## config.mk

```make
export PLATFORM = sky130hd
export DESIGN_NAME = dl_path_gain_tdm
export DESIGN_NICKNAME = d
export VERILOG_FILES = /design/src/rtl/dl_path_gain_tdm.sv
export SDC_FILE = /design/constraint.sdc
export NUM_CORES = 2
export LEC_CHECK = 0
export ABC_CLOCK_PERIOD_IN_PS = 14800
export BUFFER_PORTS_ARGS = -buffer_cell sky130_fd_sc_hd__clkbuf_2
export CAP_MARGIN = 20
export CORE_ASPECT_RATIO = 0.75
export CORE_MARGIN = 4
export CORE_UTILIZATION = 55
export DETAILED_ROUTE_END_ITERATION = 8
export PLACE_DENSITY = 0.71
export SYNTH_ARGS = -nofsm -noshare
export SYNTH_HDL_FRONTEND = slang
export SYNTH_SLANG_ARGS = --single-unit
```

## constraint.sdc

```tcl
create_clock -name clk -period 14.8 [get_ports clk]
set_input_delay 2.96 -clock clk [delete_from_list [all_inputs] [get_ports clk]]
set_output_delay 2.96 -clock clk [all_outputs]
set_load 0.03 [all_outputs]
```

## src/rtl/dl_path_gain_tdm.sv

```systemverilog
// Downlink per-antenna complex gain for a TDM-interleaved NCH-channel stream.
// Double-buffered gain banks commit on frame header; 4-cycle fixed latency.
module dl_path_gain_tdm #(
    parameter int NCH   = 8,
    parameter int DW    = 16,
    parameter int GW    = 16,
    parameter int GFRAC = 14,
    parameter int AW    = $clog2(NCH)
) (
    input  logic            clk,
    input  logic            asy_rst,
    input  logic            i_gain_wr,
    input  logic [AW-1:0]   i_gain_addr,
    input  logic [2*GW-1:0] i_gain_data,
    input  logic            i_bypass,
    input  logic            i_fram_hd,
    input  logic            i_ant8_sel,
    input  logic [2*DW-1:0] i_data,
    input  logic            i_data_valid,
    output logic            o_fram_hd,
    output logic            o_ant8_sel,
    output logic [2*DW-1:0] o_data,
    output logic            o_data_valid,
    output logic            o_sat,
    output logic [15:0]     o_sat_cnt
);

    localparam int PW = DW + GW;
    localparam int SW = PW + 1;
    localparam logic [GW-1:0]         G_ONE = GW'(2 ** GFRAC);
    localparam logic [2*GW-1:0]       UNITY = {G_ONE, {GW{1'b0}}};
    localparam logic signed [SW-1:0]  MAXV  = SW'(2 ** (DW - 1) - 1);
    localparam logic signed [SW-1:0]  MINV  = ~MAXV;
    localparam logic signed [SW-1:0]  RND   = SW'(2 ** (GFRAC - 1));

    logic [2*GW-1:0] pend_q [NCH];
    logic [2*GW-1:0] pend_d [NCH];
    logic [2*GW-1:0] act_q  [NCH];
    logic [AW-1:0]   ch_q, ch_d, ch_cur;
    logic            commit;
    logic [2*GW-1:0] gain_sel;

    // A write landing on the header cycle is folded into the commit.
    always_comb begin
        pend_d = pend_q;
        if (i_gain_wr && (int'(i_gain_addr) < NCH))
            pend_d[i_gain_addr] = i_gain_data;
    end

    assign commit   = i_data_valid & i_fram_hd;
    assign ch_cur   = i_fram_hd ? '0 : ch_q;
    assign gain_sel = commit ? pend_d[0] : act_q[ch_q];

    always_comb begin
        ch_d = ch_q;
        if (i_data_valid)
            ch_d = (ch_cur == AW'(NCH - 1)) ? '0 : ch_cur + AW'(1);
    end

    always_ff @(posedge clk) begin
        if (asy_rst) begin
            ch_q <= '0;
            for (int k = 0; k < NCH; k++) begin
                pend_q[k] <= UNITY;
                act_q[k]  <= UNITY;
            end
        end else begin
            ch_q   <= ch_d;
            pend_q <= pend_d;
            if (commit)
                act_q <= pend_d;
        end
    end

    logic            s1_vld_q, s1_hd_q, s1_a8_q, s1_byp_q;
    logic [2*DW-1:0] s1_dat_q;
    logic [2*GW-1:0] s1_gain_q;
    logic            s2_vld_q, s2_hd_q, s2_a8_q, s2_byp_q;
    logic [2*DW-1:0] s2_dat_q;
    logic signed [PW-1:0] s2_ac_q, s2_bd_q, s2_ad_q, s2_bc_q;
    logic signed [PW-1:0] ac_d, bd_d, ad_d, bc_d;
    logic            s3_vld_q, s3_hd_q, s3_a8_q, s3_byp_q;
    logic [2*DW-1:0] s3_dat_q;
    logic signed [SW-1:0] s3_re_q, s3_im_q, re_d, im_d;
    logic signed [DW-1:0] a_s, b_s;
    logic signed [GW-1:0] c_s, d_s;

    assign a_s = s1_dat_q[2*DW-1:DW];
    assign b_s = s1_dat_q[DW-1:0];
    assign c_s = s1_gain_q[2*GW-1:GW];
    assign d_s = s1_gain_q[GW-1:0];

    assign ac_d = PW'(a_s) * PW'(c_s);
    assign bd_d = PW'(b_s) * PW'(d_s);
    assign ad_d = PW'(a_s) * PW'(d_s);
    assign bc_d = PW'(b_s) * PW'(c_s);
    assign re_d = SW'(s2_ac_q) - SW'(s2_bd_q);
    assign im_d = SW'(s2_ad_q) + SW'(s2_bc_q);

    logic signed [SW-1:0] rnd_re, rnd_im, sh_re, sh_im;
    logic                 clip_re, clip_im, sat_d;
    logic [DW-1:0]        res_re, res_im;
    logic [2*DW-1:0]      dat_d;

    always_comb begin
        rnd_re  = s3_re_q + RND;
        rnd_im  = s3_im_q + RND;
        sh_re   = rnd_re >>> GFRAC;
        sh_im   = rnd_im >>> GFRAC;
        clip_re = (sh_re > MAXV) || (sh_re < MINV);
        clip_im = (sh_im > MAXV) || (sh_im < MINV);
        res_re  = sh_re[DW-1:0];
        res_im  = sh_im[DW-1:0];
        if (clip_re)
            res_re = sh_re[SW-1] ? MINV[DW-1:0] : MAXV[DW-1:0];
        if (clip_im)
            res_im = sh_im[SW-1] ? MINV[DW-1:0] : MAXV[DW-1:0];
        dat_d = s3_byp_q ? s3_dat_q : {res_re, res_im};
        sat_d = s3_vld_q & ~s3_byp_q & (clip_re | clip_im);
    end

    logic [15:0] run_q;

    always_ff @(posedge clk) begin
        if (asy_rst) begin
            s1_vld_q <= 1'b0; s1_hd_q <= 1'b0; s1_a8_q <= 1'b0;
            s1_byp_q <= 1'b0; s1_dat_q <= '0; s1_gain_q <= '0;
            s2_vld_q <= 1'b0; s2_hd_q <= 1'b0; s2_a8_q <= 1'b0;
            s2_byp_q <= 1'b0; s2_dat_q <= '0;
            s2_ac_q <= '0; s2_bd_q <= '0; s2_ad_q <= '0; s2_bc_q <= '0;
            s3_vld_q <= 1'b0; s3_hd_q <= 1'b0; s3_a8_q <= 1'b0;
            s3_byp_q <= 1'b0; s3_dat_q <= '0;
            s3_re_q <= '0; s3_im_q <= '0;
            o_data_valid <= 1'b0; o_fram_hd <= 1'b0; o_ant8_sel <= 1'b0;
            o_data <= '0; o_sat <= 1'b0;
            o_sat_cnt <= '0; run_q <= '0;
        end else begin
            s1_vld_q  <= i_data_valid;
            s1_hd_q   <= i_fram_hd;
            s1_a8_q   <= i_ant8_sel;
            s1_byp_q  <= i_bypass;
            s1_dat_q  <= i_data;
            s1_gain_q <= gain_sel;
            s2_vld_q <= s1_vld_q; s2_hd_q <= s1_hd_q; s2_a8_q <= s1_a8_q;
            s2_byp_q <= s1_byp_q; s2_dat_q <= s1_dat_q;
            s2_ac_q <= ac_d; s2_bd_q <= bd_d; s2_ad_q <= ad_d; s2_bc_q <= bc_d;
            s3_vld_q <= s2_vld_q; s3_hd_q <= s2_hd_q; s3_a8_q <= s2_a8_q;
            s3_byp_q <= s2_byp_q; s3_dat_q <= s2_dat_q;
            s3_re_q <= re_d; s3_im_q <= im_d;
            o_data_valid <= s3_vld_q;
            o_fram_hd    <= s3_hd_q;
            o_ant8_sel   <= s3_a8_q;
            o_data       <= dat_d;
            o_sat        <= sat_d;
            // Header output closes the previous frame's tally.
            if (s3_vld_q && s3_hd_q) begin
                o_sat_cnt <= run_q;
                run_q     <= {15'd0, sat_d};
            end else if (sat_d && (run_q != 16'hFFFF)) begin
                run_q <= run_q + 16'd1;
            end
        end
    end

endmodule

```

Word level (Yosys, flattened, before mapping):

Index checks and enable logic that the tools add are counted.

* register bits after elaboration: 917
* latch bits: 0
* bits in writable memories: 0
* ROM bits: 0
* input port bits: 74
* output and inout bits: 52
* logic and storage cells: 97
* memories kept: 0

* add/subtract/negate cells: 6
* multiply operators: 4
* div/mod/pow operators: 0
* order comparisons: 7
* eq/ne operators: 2
* shift operators: 0
* multiplexer cells: 17
* bitwise gates (word level): 7
* reduce and logical (&&, ||, !) cells: 7

Operator list (count)
* $bwmux W256: 1
* $mux W256: 1
* $mux W32: 5
* $mul A16 B16 Y32: 4
* $bmux W32 S3: 1
* $demux W32 S3: 1
* $add A33 B15 Y33 const B: 2
* $mux W16: 4
* $gt A19 B16 Y1 const B: 2
* $lt A19 B16 Y1 const B: 2
* $add A32 B32 Y33: 1
* $sub A32 B32 Y33: 1
* $add A16 B1 Y16 const B: 1
* $ne A16 B16 Y1 const B: 1
* $ge A4 B4 Y1 const B: 2
* $not A3 Y4: 2
* $mux W3: 2
* $lt A4 B1 Y1 const B: 1
* $add A3 B1 Y3 const B: 1
* $and A1 B1 Y1: 3
* $eq A3 B3 Y1 const B: 1
* $logic_and A1 B1 Y1: 3
* $logic_or A1 B1 Y1: 2
* $mux W1: 2
* 4 further kinds: 4

Longest topological paths before layout:

* word-level depth: 8
* depth in mapped cells: 25
* mapped depth without buffers: 24

Worst setup path after synthesis:

OpenSTA, ideal clock, no wires.

* path kind: reg-to-reg
* start point: reg s1_dat_q[31]
* end point: reg s2_ad_q[29]
* setup time: 0.123 ns
* arrival time: 6.126 ns
* data required time: 14.677 ns
* setup slack: 8.551 ns
* stages on the path, launching flop included: 23
* buffers on the path: 2
* clock period less this slack: 6.249 ns
* cells stage by stage: dfxtp_1 > clkbuf_1 > nand2_1 > inv_1 > fa_1 > fa_1 > fa_1 > fa_1 > fa_1 > inv_1 > fa_1 > inv_1 > ha_1 > clkbuf_1 > a21o_1 > a21o_1 > a21o_1 > a21oi_1 > nor2_1 > o31a_1 > or2_1 > o41ai_1 > mux2_1

* cells in the longest elaborated chain, start to end: 1

Ends and longest elaborated chain
* from (decl): RTL line 76 `logic [2*DW-1:0] s1_dat_q;`
* from (signal assigned): RTL line 142 `s1_dat_q <= i_data;`
* $mul A16 B16 Y32: RTL line 95 `assign ad_d = PW'(a_s) * PW'(d_s);`
* to (signal assigned): RTL line 130 `s2_ac_q <= '0; s2_bd_q <= '0; s2_ad_q <= '0; s2_bc_q <= '0;`
* to (signal assigned): RTL line 146 `s2_ac_q <= ac_d; s2_bd_q <= bd_d; s2_ad_q <= ad_d; s2_bc_q <= bc_d;`
* to (decl): RTL line 80 `logic signed [PW-1:0] s2_ac_q, s2_bd_q, s2_ad_q, s2_bc_q;`

Every way passes these cells.
A chain may end at the register's enable or synchronous reset.

Worst setup path in the final report:

* start point: reg s1_gain_q[18]
* end point: reg s2_bc_q[30]

* cells in the longest elaborated chain, start to end: 1

Ends and longest elaborated chain
* from (decl): RTL line 77 `logic [2*GW-1:0] s1_gain_q;`
* from (signal assigned): RTL line 143 `s1_gain_q <= gain_sel;`
* $mul A16 B16 Y32: RTL line 96 `assign bc_d = PW'(b_s) * PW'(c_s);`
* to (signal assigned): RTL line 130
* to (signal assigned): RTL line 146
* to (decl): RTL line 80

Every way passes these cells.

==> metrics.md <==
| Metric | Value |
|---|---|
| Leak Pwr | around 0.037 uW |
| Final Cycle Share | about half |
| Most crowded layer after global routing | met1 |
| Via count | just over 50,000 |
| Hold_buf cts | 0 |
| Register bit total from synthesis | ~890 |
| I/O pins | ~130 |
| Req. time, crit path | between 15 and 20 ns |
| Hold path depth | 1 |
| Reg clk slew, reported paths | approximately 0.07 ns |
| Slew HR | roughly 29% |
| Die Width | ~430 um |
| Antenna violations before repair | 4 |
| Most used DFF post-synth | dfxtp_1 |
| Initial core utilization | a little under three fifths |
| Syn nets | about 9,100 |
| Critical Path Start Type | register |
| FP Rows | about 110 |
| Setup Fix Bufs, Post-CTS | 0 |
| Cell taking the most area after synthesis | fa_1 |
| Avg Cell Area, Syn | roughly 9.5 sq um |
| Worst setup margin | ~7.6 ns |
| Final Wtd Congestion | ~0.9 |
| Met3 GRT Util | 6.38% |
| Netlist cell types | between 70 and 80 |
| First-pass GRT wire length | roughly 290 mm |
| Total die area | between 100,000 and 150,000 sq um |
| YS warnings | 0 |
| Total grt overflow | 0 |
| Total track usage | a little over a quarter |
| Final setup skew | around 0.036 ns |
| TNS Setup | 0 ns |
| Hold Vio Cnt, Final | 0 |
| Crit path max fanout | 32 |
| Final worst path period need | 7.24 ns |
| Worst Setup End Kind | register |
| Register area share after synthesis | between 20% and 30% |
| Total wire length | roughly 180 mm |
| RSZ-0062 raised after global routing | no |
| Commonest non-fill, non-tap cells in the layout | inv_1 (1,206), fa_1 (1,048), dfxtp_1 (886) |
| Worst vdd ir | between 0.00009 and 0.0001 V |
| Fmax | approximately 0.14 GHz |
| Pre-antenna DRT Iters | 6 |
| Avg WL per Cell | slightly below 20 um |
| Worst skew pair latency | roughly 0.73 ns |
| Area Growth Syn to Fin | 6.86% |
| Worst r2r dst | s2_bc_q[30]$_SDFF_PP0_ |
| Post-route DRC | 0 |
| Pin count of the biggest net entering global routing | about 170 |
| Post-synth EDFFs | 0 |
| Port bufs | ~130 |
| Max_cap viols | 0 |
| Longest Clk Path Bufs | 3 |
| CTS tree | built |
| Critical path type | reg -> reg |
| Hold Crit Class | reg -> reg |
| Ys async rst share | 0% |
| Reg2Reg Setup Slack | 7.56 ns |
| TritonCTS Buffers | 88 |
| Via density | approximately 5.5 |
| Post-DP HPWL | around 130 mm |
| M1 GR Usage | just over 40% |
| Die Y | 322 um |
| Core Box Area | ~130,000 sq um |
| Top post-synthesis cells by area | fa_1 (29%), dfxtp_1 (25%), ha_1 (6.8%), inv_1 (6.3%), and2_1 (4.3%) |
| Initial DRC Count | roughly 4,200 |
| Run status | finished clean |
| Hold Path End | s3_dat_q[12]$_SDFF_PP0_ |
| CTS Sinks | 891 |
| Netlist Area Pre-Place | roughly 72,000 sq um |
| R2R cell count | 20 |
| Worst r2r src | s1_gain_q[18]$_SDFF_PP0_ |
| Post-route ant nets | 0 |
| Clock root buffer | clkbuf_16 |
| Ratio of cells with drive above 1 in the final layout | under 10% |
| Post-CTS sizing | 0 |
| Worst Hold Launch | s2_dat_q[12]$_SDFF_PP0_ |
| Power per cell area | between 100 and 150 nW/um^2 |
| Final Slew Violations | 0 |
| Worst Max-Slew Pin Slew | between 1 and 1.5 ns |
| DP Worst Slack | between 7 and 8 ns |
| Syn Inst Count | 7,582 |
| Final setup violation count | 0 |
| Fin nets | slightly below 9,000 |
| CP Data Arrival Time | 7.85 ns |
| H-Tree Depth | 3 |
| Top cell type's share of synthesized area | between 20 and 30% |
| Vias in the first global route | 52,217 |
| GR Util met2 | 39.6% |
| Commonest non-fill, non-tap cell in the layout | inv_1 |
==> layout make-up <==
cell class	instances	area (sq um)
Clock buffer	125	2530
Sequential cell	891	17800
Tap cell	1740	2180
Inverter	1206	4530
Antenna cell	1	2.50
Timing Repair Buffer	225	1440
Fill cell	10997	52500
Multi-Input combinational cell	5025	48200
Clock inverter	34	514
==> routing by layer <==
layer | part of all wire, % | up-vias
met5 | 0.013 | -
met4 | 2.5 | 4
met3 | 9.3 | 233
met2 | 42 | 1928
met1 | 46 | 25560
li1 | - | 23425
==> sequential cells by signal, indices dropped and copies added (netlist names), 3 cells and up <==
| register | count |
|---|---|
| o_sat_cnt | 16 |
| s1_dat_q | 32 |
| s2_ad_q | 32 |
| s3_im_q | 20 |
| s2_dat_q | 32 |
| s3_re_q | 20 |
| s1_gain_q | 32 |
| pend_q | 256 |
| s2_ac_q | 32 |
| o_data | 32 |
| act_q | 256 |
| s2_bd_q | 32 |
| ch_q | 3 |
| s2_bc_q | 32 |
| run_q | 16 |
| s3_dat_q | 32 |
==> per-stage QoR <==
step | total power, uW | std cells | cell area, sq um | utilization (%) | hold WS, ns
2_1_floorplan | 5080 | 7582 | 72200 | - | 0.414
3_3_place_gp | 5930 | 9083 | 74100 | 57.1 | 0.415
3_5_place_dp | 6010 | 9083 | 74100 | 57.1 | 0.420
4_1_cts | 8400 | 9242 | 77100 | 59.5 | 0.407
5_1_grt | 8930 | 9246 | 77200 | 59.5 | 0.428
6_report | 8400 | 9247 | 77200 | 59.5 | 0.422
==> cells in the mapped netlist (8+ instances only) <==
cell,instances
a21oi_1,124
and3_1,29
nor3_1,32
o21ai_1,10
and2_1,502
nand2_1,611
buf_1,38
nand2b_1,50
nand3_1,44
fa_1,1048
a21o_1,78
ha_1,394
inv_1,1206
mux2i_1,266
a211oi_1,332
o21a_1,13
and4_1,14
o21ai_0,59
nor2b_1,183
a211o_1,12
a31oi_1,15
or3_1,11
o21bai_1,19
xor2_1,63
o31ai_1,8
mux4_2,64
nand4_1,19
a221oi_1,17
nor2_1,749
xnor2_1,133
clkbuf_1,414
dfxtp_1,891
a22o_1,14
==> report_power, final <==
| part | internal [uW] | switching, uW |
|---|---|---|
| clock | 1330 | 1030 |
| combinational | 1210 | 1970 |
| sequential | 2670 | 189 |
| total | 5210 | 3190 |
==> worst max path at each step <==
stage / from / endpoint / slack (ns) / depth (start not counted)
final: s1_gain_q[18]$_SDFF_PP0_ / s2_bc_q[30]$_SDFF_PP0_ / 7.56 / 20
after global routing: s1_gain_q[18]$_SDFF_PP0_ / s2_bc_q[30]$_SDFF_PP0_ / 7.21 / 20
after CTS: s1_gain_q[5]$_SDFF_PP0_ / s2_ad_q[29]$_SDFF_PP0_ / 7.45 / 21
after detailed placement: s1_gain_q[5]$_SDFF_PP0_ / s2_ad_q[29]$_SDFF_PP0_ / 7.50 / 21
after global placement: s1_gain_q[5]$_SDFF_PP0_ / s2_ad_q[29]$_SDFF_PP0_ / 7.65 / 21
after floorplan: s1_dat_q[31]$_SDFF_PP0_ / s2_ad_q[29]$_SDFF_PP0_ / 8.55 / 22
==> cell families after synthesis <==
| kind of cell | after synthesis | share of synthesized area, % |
|---|---|---|
| and+or+nand+nor | 2274 | 15.0 |
| buffers and inverters | 1666 | 8.67 |
| adders and majority gates | 1442 | 35.9 |
| DFF | 891 | 24.7 |
| AOI/OAI and AO/OA | 771 | 7.55 |
| muxes | 342 | 5.88 |
| xor gates and xnor gates | 196 | 2.38 |
==> worst max-delay path, stage by stage, from the launching register on <==
cell and delay [ns]:
dfxtp_2 0.84, nand2_1 0.22, fa_1 0.54, fa_1 0.55, inv_1 0.06, fa_1 0.49
fa_1 0.51, fa_1 0.51, inv_1 0.05, fa_1 0.48, inv_1 0.05, ha_1 0.39
and4_1 0.27, nand2_1 0.21, nor2_1 0.15, nand3_1 0.20, a21o_1 0.32, a21oi_1 0.39
a31oi_1 0.19, a31oi_1 0.31, mux2_2 0.40
No activity file was read; power rests on OpenSTA's default activity.
